==> config.mk <==
export PLATFORM = sky130hd
export DESIGN_NAME = idma_desc64_submit_arbiter
export DESIGN_NICKNAME = d
export VERILOG_FILES = /design/src/rtl/idma_desc64_arb_pkg.sv /design/src/rtl/idma_desc64_id_fifo.sv /design/src/rtl/idma_desc64_submit_arbiter.sv
export SDC_FILE = /design/constraint.sdc
export NUM_CORES = 1
export LEC_CHECK = 0
export CORE_MARGIN = 5
export CORE_UTILIZATION = 42
export DETAILED_ROUTE_END_ITERATION = 7
export PLACE_DENSITY = 0.92
export SLEW_MARGIN = 10
export SYNTH_ARGS = -nofsm -noshare
export SYNTH_HDL_FRONTEND = slang
export SYNTH_HIERARCHICAL = 1
export SYNTH_SLANG_ARGS = --single-unit
==> constraint.sdc <==
create_clock -name clk_i -period 2.8 [get_ports clk_i]
set_input_delay 0.42 -clock clk_i [delete_from_list [all_inputs] [get_ports clk_i]]
set_output_delay 0.42 -clock clk_i [all_outputs]
set_load 0.01 [all_outputs]
==> src/rtl/idma_desc64_arb_pkg.sv <==
// Width helpers shared by the descriptor submit arbiter and its completion-ID FIFO.
package idma_desc64_arb_pkg;

  function automatic int unsigned id_width(input int unsigned n);
    return (n > 1) ? $clog2(n) : 1;
  endfunction

  function automatic int unsigned cnt_width(input int unsigned max_count);
    return $clog2(max_count + 1);
  endfunction

endpackage

==> src/rtl/idma_desc64_id_fifo.sv <==
// Records requester IDs in submit order so in-order completions can be routed back.
module idma_desc64_id_fifo
  import idma_desc64_arb_pkg::*;
#(
  parameter int unsigned Depth = 8,
  parameter int unsigned Width = 2
) (
  input  logic             i_clk,
  input  logic             i_rst_n,
  input  logic             i_push,
  input  logic [Width-1:0] i_data,
  input  logic             i_pop,
  output logic [Width-1:0] o_head,
  output logic             o_full,
  output logic             o_empty
);

  localparam int unsigned PtrW = id_width(Depth);
  localparam int unsigned CntW = cnt_width(Depth);

  logic [Width-1:0] r_mem [Depth];
  logic [PtrW-1:0]  r_wr_ptr;
  logic [PtrW-1:0]  r_rd_ptr;
  logic [CntW-1:0]  r_count;

  // Explicit wrap keeps non-power-of-two depths correct.
  function automatic logic [PtrW-1:0] f_next(input logic [PtrW-1:0] ptr);
    return (ptr == PtrW'(Depth - 1)) ? '0 : ptr + PtrW'(1);
  endfunction

  always_ff @(posedge i_clk or negedge i_rst_n) begin
    if (!i_rst_n) begin
      r_wr_ptr <= '0;
      r_rd_ptr <= '0;
      r_count  <= '0;
    end else begin
      if (i_push) r_wr_ptr <= f_next(r_wr_ptr);
      if (i_pop)  r_rd_ptr <= f_next(r_rd_ptr);
      if (i_push && !i_pop) begin
        r_count <= r_count + CntW'(1);
      end else if (!i_push && i_pop) begin
        r_count <= r_count - CntW'(1);
      end
    end
  end

  always_ff @(posedge i_clk) begin
    if (i_push) r_mem[r_wr_ptr] <= i_data;
  end

  assign o_head  = r_mem[r_rd_ptr];
  assign o_full  = (r_count == CntW'(Depth));
  assign o_empty = (r_count == '0);

`ifndef SYNTHESIS
  assert property (@(posedge i_clk) disable iff (!i_rst_n) !(i_push && o_full));
`endif

endmodule

==> src/rtl/idma_desc64_submit_arbiter.sv <==
// Round-robin arbiter feeding the descriptor FIFO, with an outstanding-descriptor
// credit limit and in-order routing of completion pulses back to requesters.
module idma_desc64_submit_arbiter
  import idma_desc64_arb_pkg::*;
#(
  parameter int unsigned NumReq         = 4,
  parameter int unsigned AddrWidth      = 64,
  parameter int unsigned MaxOutstanding = 8,
  localparam int unsigned IdW           = id_width(NumReq),
  localparam int unsigned CntW          = cnt_width(MaxOutstanding)
) (
  input  logic                             clk_i,
  input  logic                             rst_ni,
  input  logic [NumReq-1:0][AddrWidth-1:0] req_addr_i,
  input  logic [NumReq-1:0]                req_valid_i,
  output logic [NumReq-1:0]                req_ready_o,
  output logic [AddrWidth-1:0]             desc_addr_o,
  output logic [IdW-1:0]                   desc_id_o,
  output logic                             desc_valid_o,
  input  logic                             desc_ready_i,
  input  logic                             desc_done_i,
  output logic                             done_valid_o,
  output logic [IdW-1:0]                   done_id_o,
  output logic [CntW-1:0]                  outstanding_o,
  output logic                             err_o
);

  localparam logic [CntW:0] MaxOut = (CntW+1)'(MaxOutstanding);

  logic [IdW-1:0]       r_rr_ptr;
  logic [AddrWidth-1:0] r_desc_addr;
  logic [IdW-1:0]       r_desc_id;
  logic                 r_desc_valid;
  logic                 r_done_valid;
  logic [IdW-1:0]       r_done_id;
  logic [CntW-1:0]      r_outstanding;
  logic                 r_err;

  logic [IdW-1:0] w_winner;
  logic           w_credit_ok;
  logic           w_load;
  logic           w_hs;
  logic           w_done;
  logic           w_spurious;
  logic [IdW-1:0] w_fifo_head;
  logic           w_fifo_full;
  logic           w_fifo_empty;

  // Credit counts the descriptor parked in the output register as already in flight.
  assign w_credit_ok = ({1'b0, r_outstanding} + {{CntW{1'b0}}, r_desc_valid}) < MaxOut;

  // Scan from lowest to highest priority so the last match is the winner.
  always_comb begin
    logic [IdW-1:0] cand;
    cand     = '0;
    w_winner = r_rr_ptr;
    for (int k = int'(NumReq) - 1; k >= 0; k--) begin
      cand = IdW'((int'(r_rr_ptr) + k) % int'(NumReq));
      if (req_valid_i[cand]) w_winner = cand;
    end
  end

  assign w_load     = (!r_desc_valid || desc_ready_i) && w_credit_ok && (|req_valid_i);
  assign w_hs       = r_desc_valid && desc_ready_i;
  assign w_done     = desc_done_i && (r_outstanding != '0);
  assign w_spurious = desc_done_i && (r_outstanding == '0);

  always_comb begin
    req_ready_o = '0;
    if (w_load) req_ready_o[w_winner] = 1'b1;
  end

  always_ff @(posedge clk_i or negedge rst_ni) begin
    if (!rst_ni) begin
      r_rr_ptr     <= '0;
      r_desc_addr  <= '0;
      r_desc_id    <= '0;
      r_desc_valid <= 1'b0;
    end else if (w_load) begin
      r_desc_addr  <= req_addr_i[w_winner];
      r_desc_id    <= w_winner;
      r_desc_valid <= 1'b1;
      r_rr_ptr     <= (w_winner == IdW'(NumReq - 1)) ? '0 : w_winner + IdW'(1);
    end else if (desc_ready_i) begin
      r_desc_valid <= 1'b0;
    end
  end

  always_ff @(posedge clk_i or negedge rst_ni) begin
    if (!rst_ni) begin
      r_outstanding <= '0;
      r_done_valid  <= 1'b0;
      r_done_id     <= '0;
      r_err         <= 1'b0;
    end else begin
      r_done_valid <= w_done;
      if (w_done)     r_done_id <= w_fifo_head;
      if (w_spurious) r_err     <= 1'b1;
      if (w_hs && !w_done) begin
        r_outstanding <= r_outstanding + CntW'(1);
      end else if (!w_hs && w_done) begin
        r_outstanding <= r_outstanding - CntW'(1);
      end
    end
  end

  idma_desc64_id_fifo #(
    .Depth (MaxOutstanding),
    .Width (IdW)
  ) u_id_fifo (
    .i_clk   (clk_i),
    .i_rst_n (rst_ni),
    .i_push  (w_hs),
    .i_data  (r_desc_id),
    .i_pop   (w_done),
    .o_head  (w_fifo_head),
    .o_full  (w_fifo_full),
    .o_empty (w_fifo_empty)
  );

`ifndef SYNTHESIS
  assert property (@(posedge clk_i) disable iff (!rst_ni) w_fifo_empty == (r_outstanding == '0));
  assert property (@(posedge clk_i) disable iff (!rst_ni)
                   w_fifo_full == (r_outstanding == CntW'(MaxOutstanding)));
`endif

  assign desc_addr_o   = r_desc_addr;
  assign desc_id_o     = r_desc_id;
  assign desc_valid_o  = r_desc_valid;
  assign done_valid_o  = r_done_valid;
  assign done_id_o     = r_done_id;
  assign outstanding_o = r_outstanding;
  assign err_o         = r_err;

endmodule

==> Yosys cells after proc, flatten, opt, wreduce, memory -nomap -nowiden <==
Memories as Yosys holds them, arrays and structs flattened. A register that Yosys moved wholly into a read port is not among the register bits.
Index checks and enable logic that the tools add are counted.
{ "classes": {"magnitude_cmp": 7, "n_reduce_logical": 18, "muxes": 26, "eq_ne": 3, "addsub": 9} }
{ "ops": {"columns": ["cell", "n"], "rows": [
  ["binary-select mux 64 bit (select 2 bit)", 1],
  ["2-to-1 mux 64 bit", 1],
  ["less-than comparator 2 x 3 -> 1 bit (second input constant)", 5],
  ["2-to-1 mux 4 bit", 3],
  ["2-to-1 mux 2 bit", 5],
  ["2-to-1 mux 1 bit", 9],
  ["binary-select mux 1 bit (select 2 bit)", 4],
  ["logical AND 1 bit", 8],
  ["adder 3 x 1 -> 3 bit (second input constant)", 2],
  ["equality test 3 bit (second input constant)", 2],
  ["2-to-1 mux 3 bit", 2],
  ["adder 4 x 1 -> 5 bit", 1],
  ["less-than comparator 5 x 4 -> 1 bit (second input constant)", 1],
  ["adder 2 x 1 -> 2 bit (second input constant)", 2],
  ["adder 2 bit (second input constant)", 2],
  ["adder 4 x 1 -> 4 bit (second input constant)", 1],
  ["logical NOT 1 bit", 4],
  ["logical NOT 4 bit", 1],
  ["nonzero test 2 bit", 2],
  ["nonzero test 4 bit", 1],
  ["OR reduction 4 bit", 1],
  ["subtractor 4 x 1 -> 4 bit (second input constant)", 1],
  ["demux 1 bit (select 2 bit)", 1],
  ["equality test 2 bit (second input constant)", 1],
  ["other kinds (2)", 2]
]} }
{ "word_totals": {"inputBits": 264, "elab_cells": 73, "ramBits": 16, "mem_count": 1, "reg_bits": 81, "out_inout_bits": 79} }
{ "memory_table": {"columns": ["name", "depth", "word_bits", "rd", "rd_ports_with_merged_regs", "wr", "line", "rtl"], "rows": [
  ["u_id_fifo.r_mem", 8, 2, 1, 1, 1, "idma_desc64_id_fifo.sv:21", "logic [Width-1:0] r_mem [Depth];"]
]} }

==> Depth between registers and ports, before layout <==
Gate-level depths: netlist (run 1).
{ "logic_depth": {"ltp_word": 12, "mapped_depth": 10, "mapped_depth_nobuf": 10} }

==> Cells and area by module <==
The synthesis (run 1) kept the hierarchy.
{ "modules_own_cells": {"columns": ["mod", "seq_area_each_um2", "cells_each", "area_per_inst_um2", "n_inst"], "rows": [
  ["idma_desc64_submit_arbiter", 1926.8, 528, 5693.0, 1],
  ["idma_desc64_id_fifo", 730.7, 89, 1268.7, 1]
]} }

==> Least setup slack after synthesis (run 1) <==
OpenSTA, ideal clock, no wires.
{ "synth_path": {"kind": "reg2reg", "start": "register r_outstanding[3], in the netlist outstanding_o[3]", "end": "register, netlist name u_id_fifo/r_count[3]", "path_stages_with_launch": 11, "arrival_time_ns": 2.453, "t_required_ns": 2.669, "n_path_buf": 0, "slack_ns": 0.216, "period_less_slack_ns": 2.584, "setup_time_ns": 0.131, "path_cell_list": "dfrtp_1 nor4_1 nand2b_1 inv_1 inv_1 ha_1 inv_1 ha_1 or4_1 o211ai_1 o211ai_1"} }
{ "synth_rtl": {"columns": ["element", "line", "rtl"], "rows": [
  ["from (decl)", "idma_desc64_submit_arbiter.sv:36", "logic [CntW-1:0] r_outstanding;"],
  ["from (signal assigned)", "idma_desc64_submit_arbiter.sv:100", "r_outstanding <= r_outstanding + CntW'(1);"],
  ["from (signal assigned)", "idma_desc64_submit_arbiter.sv:102", "r_outstanding <= r_outstanding - CntW'(1);"]
]} }

==> Worst setup path after layout (run 1) <==
{ "layout_path": {"start": "input port req_valid_i[0]", "end": "output port req_ready_o[1]"} }
{ "layout_between": {"elab_chain_len": 11, "elab_cells_between_ends": 20, "classes_between": "order compare (2); mux (15); reduce/logical (3)"} }
{ "layout_lines": {"columns": ["element", "line", "rtl"], "rows": [
  ["from (decl)", "idma_desc64_submit_arbiter.sv:15", "input logic [NumReq-1:0] req_valid_i,"],
  ["binary-select mux 1 bit (select 2 bit)", "idma_desc64_submit_arbiter.sv:59", "if (req_valid_i[cand]) w_winner = cand;"],
  ["2-to-1 mux 1 bit (implied by the code)", "idma_desc64_submit_arbiter.sv:59", null],
  ["2-to-1 mux 2 bit (3 in a row)", "idma_desc64_submit_arbiter.sv:59", null],
  ["2-to-1 mux 2 bit (*)", "idma_desc64_submit_arbiter.sv:59", null],
  ["net w_winner[1]", "idma_desc64_submit_arbiter.sv:39", "logic [IdW-1:0] w_winner;"],
  ["less-than comparator 2 x 3 -> 1 bit (implied by the code) / greater-or-equal comparator 2 x 1 -> 1 bit (equally long branches)", "idma_desc64_submit_arbiter.sv:70", "if (w_load) req_ready_o[w_winner] = 1'b1;"],
  ["logical AND 1 bit (implied by the code)", "idma_desc64_submit_arbiter.sv:70", null],
  ["2-to-1 mux 1 bit (implied by the code)", "idma_desc64_submit_arbiter.sv:70", null],
  ["demux 1 bit (select 2 bit) (*)", "idma_desc64_submit_arbiter.sv:70", null],
  ["2-to-1 mux 4 bit (*)", "idma_desc64_submit_arbiter.sv:70", null],
  ["to (decl)", "idma_desc64_submit_arbiter.sv:16", "output logic [NumReq-1:0] req_ready_o,"]
]} }
Mark *: on every way through the listed nets, which the timed path passes. The rest lies on a longest branch. The select of a mux whose other input is x is not followed.

==> results of run 1 <==
[per-stage QoR]
step	setup WS [ps]	utilization, %	instances	area [µm²]
after floorplan	559	-	586	6650
after global placement	-21.5	65.3	1106	10300
after detailed placement	-74.9	65.3	1106	10300
after CTS	4.81	67.2	1122	10600
after global routing	-11.1	67.4	1123	10600
final	126	67.4	1123	10600
[report_power, final]
part / leakage (nW) / internal [mW] / switching [mW] / total, mW
Combinational: 2.99 / 3.09 / 3.20 / 6.29
Sequential: 1.08 / 2.14 / 0.491 / 2.63
Clock: 0.143 / 0.674 / 0.599 / 1.27
Total: 4.21 / 5.91 / 4.29 / 10.2
[routing by layer]
metal	vias up	routed length, µm	share of wire [%]
met5	-	0	0
met4	0	896	3.7
met3	55	2060	8.5
met2	317	12000	50
met1	3121	9230	38
li1	2945	-	-
[registers in the layout (all words and copies together) (netlist names)]
signal	cells
u_id_fifo/r_wr_ptr	3
desc_id_o	2
done_id_o	2
desc_addr_o	64
err_o	1
u_id_fifo/r_rd_ptr	3
u_id_fifo/r_mem	16
done_valid_o	1
r_rr_ptr	2
desc_valid_o	1
outstanding_o	4
[final cells by class]
cell class              instances  area [µm²]
diodes                          1        2.50
fillers                      1161        5130
clock inverters                 6        52.6
multi-input cells             415        3720
inverters                       8        35.0
well taps                     216         270
flip-flops and latches         99        2560
clock buffers                  10         250
repair buffers                368        3690
[what timing repair did]
item                                    CTS  global route
buffers inserted                          0             0
pin swaps                                 2             1
endpoints found under the setup margin    3             2
gates resized for setup                   3             3
[worst max-delay path: cells and delay by family]
| kind | cells | cell delay, ps |
|---|---|---|
| AND/OR/NAND/NOR | 3 | 750 |
| adder cells (fa/ha/maj) | 1 | 200 |
| AO/OA/AOI/OAI | 1 | 60 |
| buffers and inverters | 3 | 830 |
[worst min-delay path by stage]
stage	from	endpoint	slack, ps
6_report	rst_ni	outstanding_o[1]	90
2_1_floorplan	rst_ni	desc_addr_o[0]	120
4_1_cts	rst_ni	desc_addr_o[49]	130
3_5_place_dp	err_o	err_o	460
3_3_place_gp	err_o	err_o	440
5_1_grt	rst_ni	outstanding_o[1]	150
==> results.cfg, run 1 <==
[outcome]
run_status = completed

[setup_path]
max_stage_delay_ps = 480
worst_path_max_delay_cell = sky130_fd_sc_hd__clkdlybuf4s50_1
reg2reg_slack_ps = 180
path_cells = clkdlybuf4s50_1 > nor3b_1 > a2111oi_4 > nor2_2 > inv_2 > ha_1 > and2_1 > dlygate4sd2_1
startpoint_type_of_the_worst_setup_path = primary input
path_max_fanout = 4
r2r.worst_path.cells = 10
timing.critical_path.to = req_ready_o[1]
crit_path_start = req_valid_i[0]
r2r-end = outstanding_o[3]
worst-setup-path-type = primary input to output port
worst-endpoint-required_ps = 2380
reg2reg_from = outstanding_o[0]
cp-end-kind = output port
cp.arrival_ps = 2250

[power]
power.leakage_nw = 4.21
power.density_cell_area_nw_per_um2 = 964
ir_worst_vdd_mv = 0.650
design_power_total_mw = 10.2

[die]
num_io_pins = 343
die_y_um = 136
die_w_um = 136
core_area_um2 = 15700
row_count = 46
dieArea_um2 = 18500
starting_utilization_of_the_core_area_pct = 42.3

[timing]
max-slew-margin-rel_pct = 52.9
max_clock_freq_ghz = 0.374
worst_clock_skew_ps = 10.0
final.hold.worst_slack_ps = 94.2
timing.final.crit_share_pct = 95.5
timing_max_transition_violations_final = 0
worst_pin_slew_ps = 707
fin_crit_ps = 2670
finalHoldViolations = 0
number_of_endpoints_failing_setup_at_the_final_stage = 0
setup_total_negative_slack_ps = 0

[cts]
clock_tree.root_cell = sky130_fd_sc_hd__clkbuf_16
cts-hold-fix-buffers = 0
clock_tree_from_tritoncts = yes
clk_latency_ps = 350
cts_buffers = 9
clk_path_buf_depth = 2
h-tree-depth = 3
clock_sink_total = 99
cts.clk_slew.worst_paths_ps = 70

[flow_run]
max_cap_violations = 0

[grt]
grt_overflow_total = 0
gr-usage-met3_pct = 6.18
met1_routing_resource_usage_after_global_routing_pct = 30.2
first_pass_grt_wire_length_mm = 36.1
grtUsageTotal_pct = 25.1
grt_pass1_vias = 6570
largest_net_degree_at_the_start_of_global_routing = 87
antenna_violations_before_repair = 1
grt.met2_usage_pct = 42.7
grt_most_used_layer = met2

[layout]
mostFrequentLayoutCell = sky130_fd_sc_hd__clkdlybuf4s50_1
layout.cells.most_common_list = sky130_fd_sc_hd__clkdlybuf4s50_1, sky130_fd_sc_hd__dfrtp_1, sky130_fd_sc_hd__nor2_1
layout-drive-gt1-share_pct = 14.6
nets = 1177
layout-area-overhead-vs-synth_pct = 59.1

[synth]
synth.avg_cell_area_um2 = 11.4
post_syn_area_um2 = 6650
netlist_instances = 586
synthesis.nets = 862
synth.yosys.warnings = 6

[route]
firstDrtPassIters = 5
detailroute.via_count = 6438
route.final.wire_length_mm = 24.2
count_of_unresolved_drc_violations_after_routing = 0
postRouteAntennaNets = 0
detail_route.iter0.violations = 319
drt-wirelength-per-cell_um = 21.6
via_per_inst = 5.73

[place]
buffer_ports.inserted = 342
dp_hpwl_mm = 18.1
gpl.final_weighted_congestion = 0.865

[hold_path]
holdCritPathClass = primary input to async pin
No activity file was read; power rests on OpenSTA's default activity.
==> run 2: changes to the inputs <==
Settings changed: CORE_UTILIZATION 42 to 40, PLACE_DENSITY 0.92 to 0.91, SYNTH_HIERARCHICAL 1 to default.
==> run 2 against run 1 <==
Effect of this change:
- combinational power is 10% lower
- clock power increased by 6%
- design area down 1.6%
- wire length is 4.2% higher
- worst hold slack worse by 43 ps
- global-route usage grew 1.3 points
- critical endpoint is now req_ready_o[3]
- largest power group unchanged
- highest routed layer unchanged
==> results.cfg, run 2 <==
[outcome]
run_status = completed

[route]
count_of_unresolved_drc_violations_after_routing = 0
detail_route.iter0.violations = 589
route.final.wire_length_mm = 25.2
postRouteAntennaNets = 0
via_per_inst = 5.84
drt-wirelength-per-cell_um = 21.2
detailroute.via_count = 6967
firstDrtPassIters = 5

[cts]
clock_tree_from_tritoncts = yes
cts-hold-fix-buffers = 0
cts_buffers = 9
cts.clk_slew.worst_paths_ps = 80
clock_tree.root_cell = sky130_fd_sc_hd__clkbuf_16
clk_path_buf_depth = 2
clock_sink_total = 99
clk_latency_ps = 350
h-tree-depth = 3

[synth]
synthesis.nets = 934
synth_largest_area_cell = sky130_fd_sc_hd__dfrtp_1
synth-seq-area-share_pct = 40.9
post_syn_area_um2 = 6250
netlist_instances = 658
synth_seq_cells = 99
synth.yosys.warnings = 0
synth_cell_type_count = 36
synth_enable_flop_cells = 16
cell_types_occupying_the_most_area_after_synthesis = sky130_fd_sc_hd__dfrtp_1, sky130_fd_sc_hd__a211oi_1, sky130_fd_sc_hd__mux2i_1, sky130_fd_sc_hd__a2111oi_0, sky130_fd_sc_hd__edfxtp_1
area_share_of_the_largest_cell_type_after_synthesis_pct = 33.2
postSynth.asyncResetShare_pct = 83.8
synth.avg_cell_area_um2 = 9.51
synthTopCellsByCount = sky130_fd_sc_hd__a211oi_1, sky130_fd_sc_hd__dfrtp_1, sky130_fd_sc_hd__nand2_1
ys.flop_type = sky130_fd_sc_hd__dfrtp_1
post-synth-top-count-cell = sky130_fd_sc_hd__a211oi_1

[power]
power.leakage_nw = 4.15
power.density_cell_area_nw_per_um2 = 925
ir_worst_vdd_mv = 0.515

[setup_path]
path_cells = clkdlybuf4s50_1 > buf_4 > nor3_4 > a2111oi_4 > or2_4 > buf_4 > ha_1 > and2_1 > clkbuf_2
cp-end-kind = output port
worst-setup-path-type = primary input to output port
worst-endpoint-required_ps = 2380
path_max_fanout = 5
critPathBufInv = 4
critical-path-top-cell-by-count = sky130_fd_sc_hd__buf_4
startpoint_type_of_the_worst_setup_path = primary input
worst_path_max_delay_cell = sky130_fd_sc_hd__clkdlybuf4s50_1
path_delay_family = buffers and inverters
max_stage_delay_ps = 460
cp.arrival_ps = 2300

[die]
starting_utilization_of_the_core_area_pct = 41.0
die_y_um = 135
num_io_pins = 343
row_count = 45
core_area_um2 = 15300
die_w_um = 135
dieArea_um2 = 18200

[place]
placed_cells_incl_taps = 1174
dp_hpwl_mm = 18.2
gpl.final_weighted_congestion = 0.838
buffer_ports.inserted = 342
post-place-ws_ps = -306

[timing]
worst_clock_skew_ps = 8.07
number_of_endpoints_failing_setup_at_the_final_stage = 0
timing_max_transition_violations_final = 0
max_clock_freq_ghz = 0.368
timing.final.crit_share_pct = 97.0
fin_crit_ps = 2720
finalHoldViolations = 0
rsz0062_at_grt = false
final_critical_path_setup_slack_ps = 84.4
setup_total_negative_slack_ps = 0
worst_pin_slew_ps = 795
max-slew-margin-rel_pct = 47.0

[layout]
nFillCells = 1160
layout.cells.most_common_list = sky130_fd_sc_hd__clkdlybuf4s50_1, sky130_fd_sc_hd__a211oi_1, sky130_fd_sc_hd__nand2_1, sky130_fd_sc_hd__dfrtp_1, sky130_fd_sc_hd__nor2_1
mostFrequentLayoutCell = sky130_fd_sc_hd__clkdlybuf4s50_1
multi_input_comb_area_um2 = 3450
layout-drive-gt1-share_pct = 8.15
post_layout_nonfiller_instances = 1193
largest_register_ffs = 64
layout-area-overhead-vs-synth_pct = 66.5
seq_area_um2 = 2560
nets = 1253
antenna_cells_inserted = 0

[grt]
first_pass_grt_wire_length_mm = 38.2
antenna_violations_before_repair = 0
largest_net_degree_at_the_start_of_global_routing = 65
grt_overflow_total = 0
grt_pass1_vias = 6947
grtUsageTotal_pct = 26.3

[hold_path]
holdCritPathClass = primary input to async pin

[flow_run]
max_cap_violations = 0
-- run 2: worst paths after layout --
| path | end | cells past startpoint | start | slack [ps] |
|---|---|---|---|---|
| setup / recovery | req_ready_o[3] | 9 | req_valid_i[3] | 80 |
| hold / removal | desc_addr_o[55] | 1 | rst_ni | 50 |
| setup reg to reg | desc_addr_o[58] | 8 | r_rr_ptr[1] | 250 |
| hold reg to reg | err_o | 1 | err_o | 490 |
| max in group asynchronous | desc_addr_o[21] | 2 | rst_ni | 2080 |
| min in group clk_i | err_o | 1 | err_o | 490 |
-- run 2: where the power goes --
group	internal, mW	leakage [nW]	switching [mW]
sequential	2.14	1.08	0.518
clock	0.693	0.158	0.648
combinational	2.73	2.91	2.91
total	5.56	4.15	4.08
-- run 2: worst reg2reg max path, stage by stage (launching register included) --
cell and delay [ps]:
sky130_fd_sc_hd__dfrtp_1 570, sky130_fd_sc_hd__nand2_1 160, sky130_fd_sc_hd__o2bb2ai_4 160, sky130_fd_sc_hd__a21oi_4 210, sky130_fd_sc_hd__inv_4 60, sky130_fd_sc_hd__buf_4 270, sky130_fd_sc_hd__buf_4 300, sky130_fd_sc_hd__a2111oi_0 580
sky130_fd_sc_hd__a211oi_1 100
-- run 2: timing repair --
action / CTS / global route
gates resized for setup: 7 / 12
pin swaps: 1 / 3
setup buffers: 3 / 0
endpoints found under the setup margin: 4 / 6
-- run 2: kinds of logic after synthesis --
logic type	share of synthesized area, %
compound gates	26.6
simple gates	11.4
flops	40.9
buf+inv	5.46
mux	12.5
fa+ha+maj	2.52
xor+xnor	0.560
-- run 2: cell type report --
class                      instances  share of cell area (%)
clock buffer                      10                    2.40
clock inverter                     6                   0.673
inverter                           8                   0.312
multi-input combinational        478                    33.1
sequential                        99                    24.6
tap                              211                    2.53
timing repair buffer             381                    36.4
-- run 2: stage by stage --
stage / hold slack (ps) / instance area (µm²) / util [%] / power (mW)
after floorplan: 124 / 6250 / - / 5.53
after global placement: 441 / 10000 / 65.8 / 8.04
after detailed placement: 443 / 10000 / 65.8 / 8.23
after CTS: 55.0 / 10400 / 68.1 / 9.64
after global routing: 85.8 / 10400 / 68.3 / 10.2
final: 51.0 / 10400 / 68.3 / 9.64
-- run 2: per-layer routing --
layer,part of all wire [%],GRT usage [%]
met4,3.9,10.5
met5,0,0
met2,50,45.7
met3,9.2,6.33
met1,37,31.4
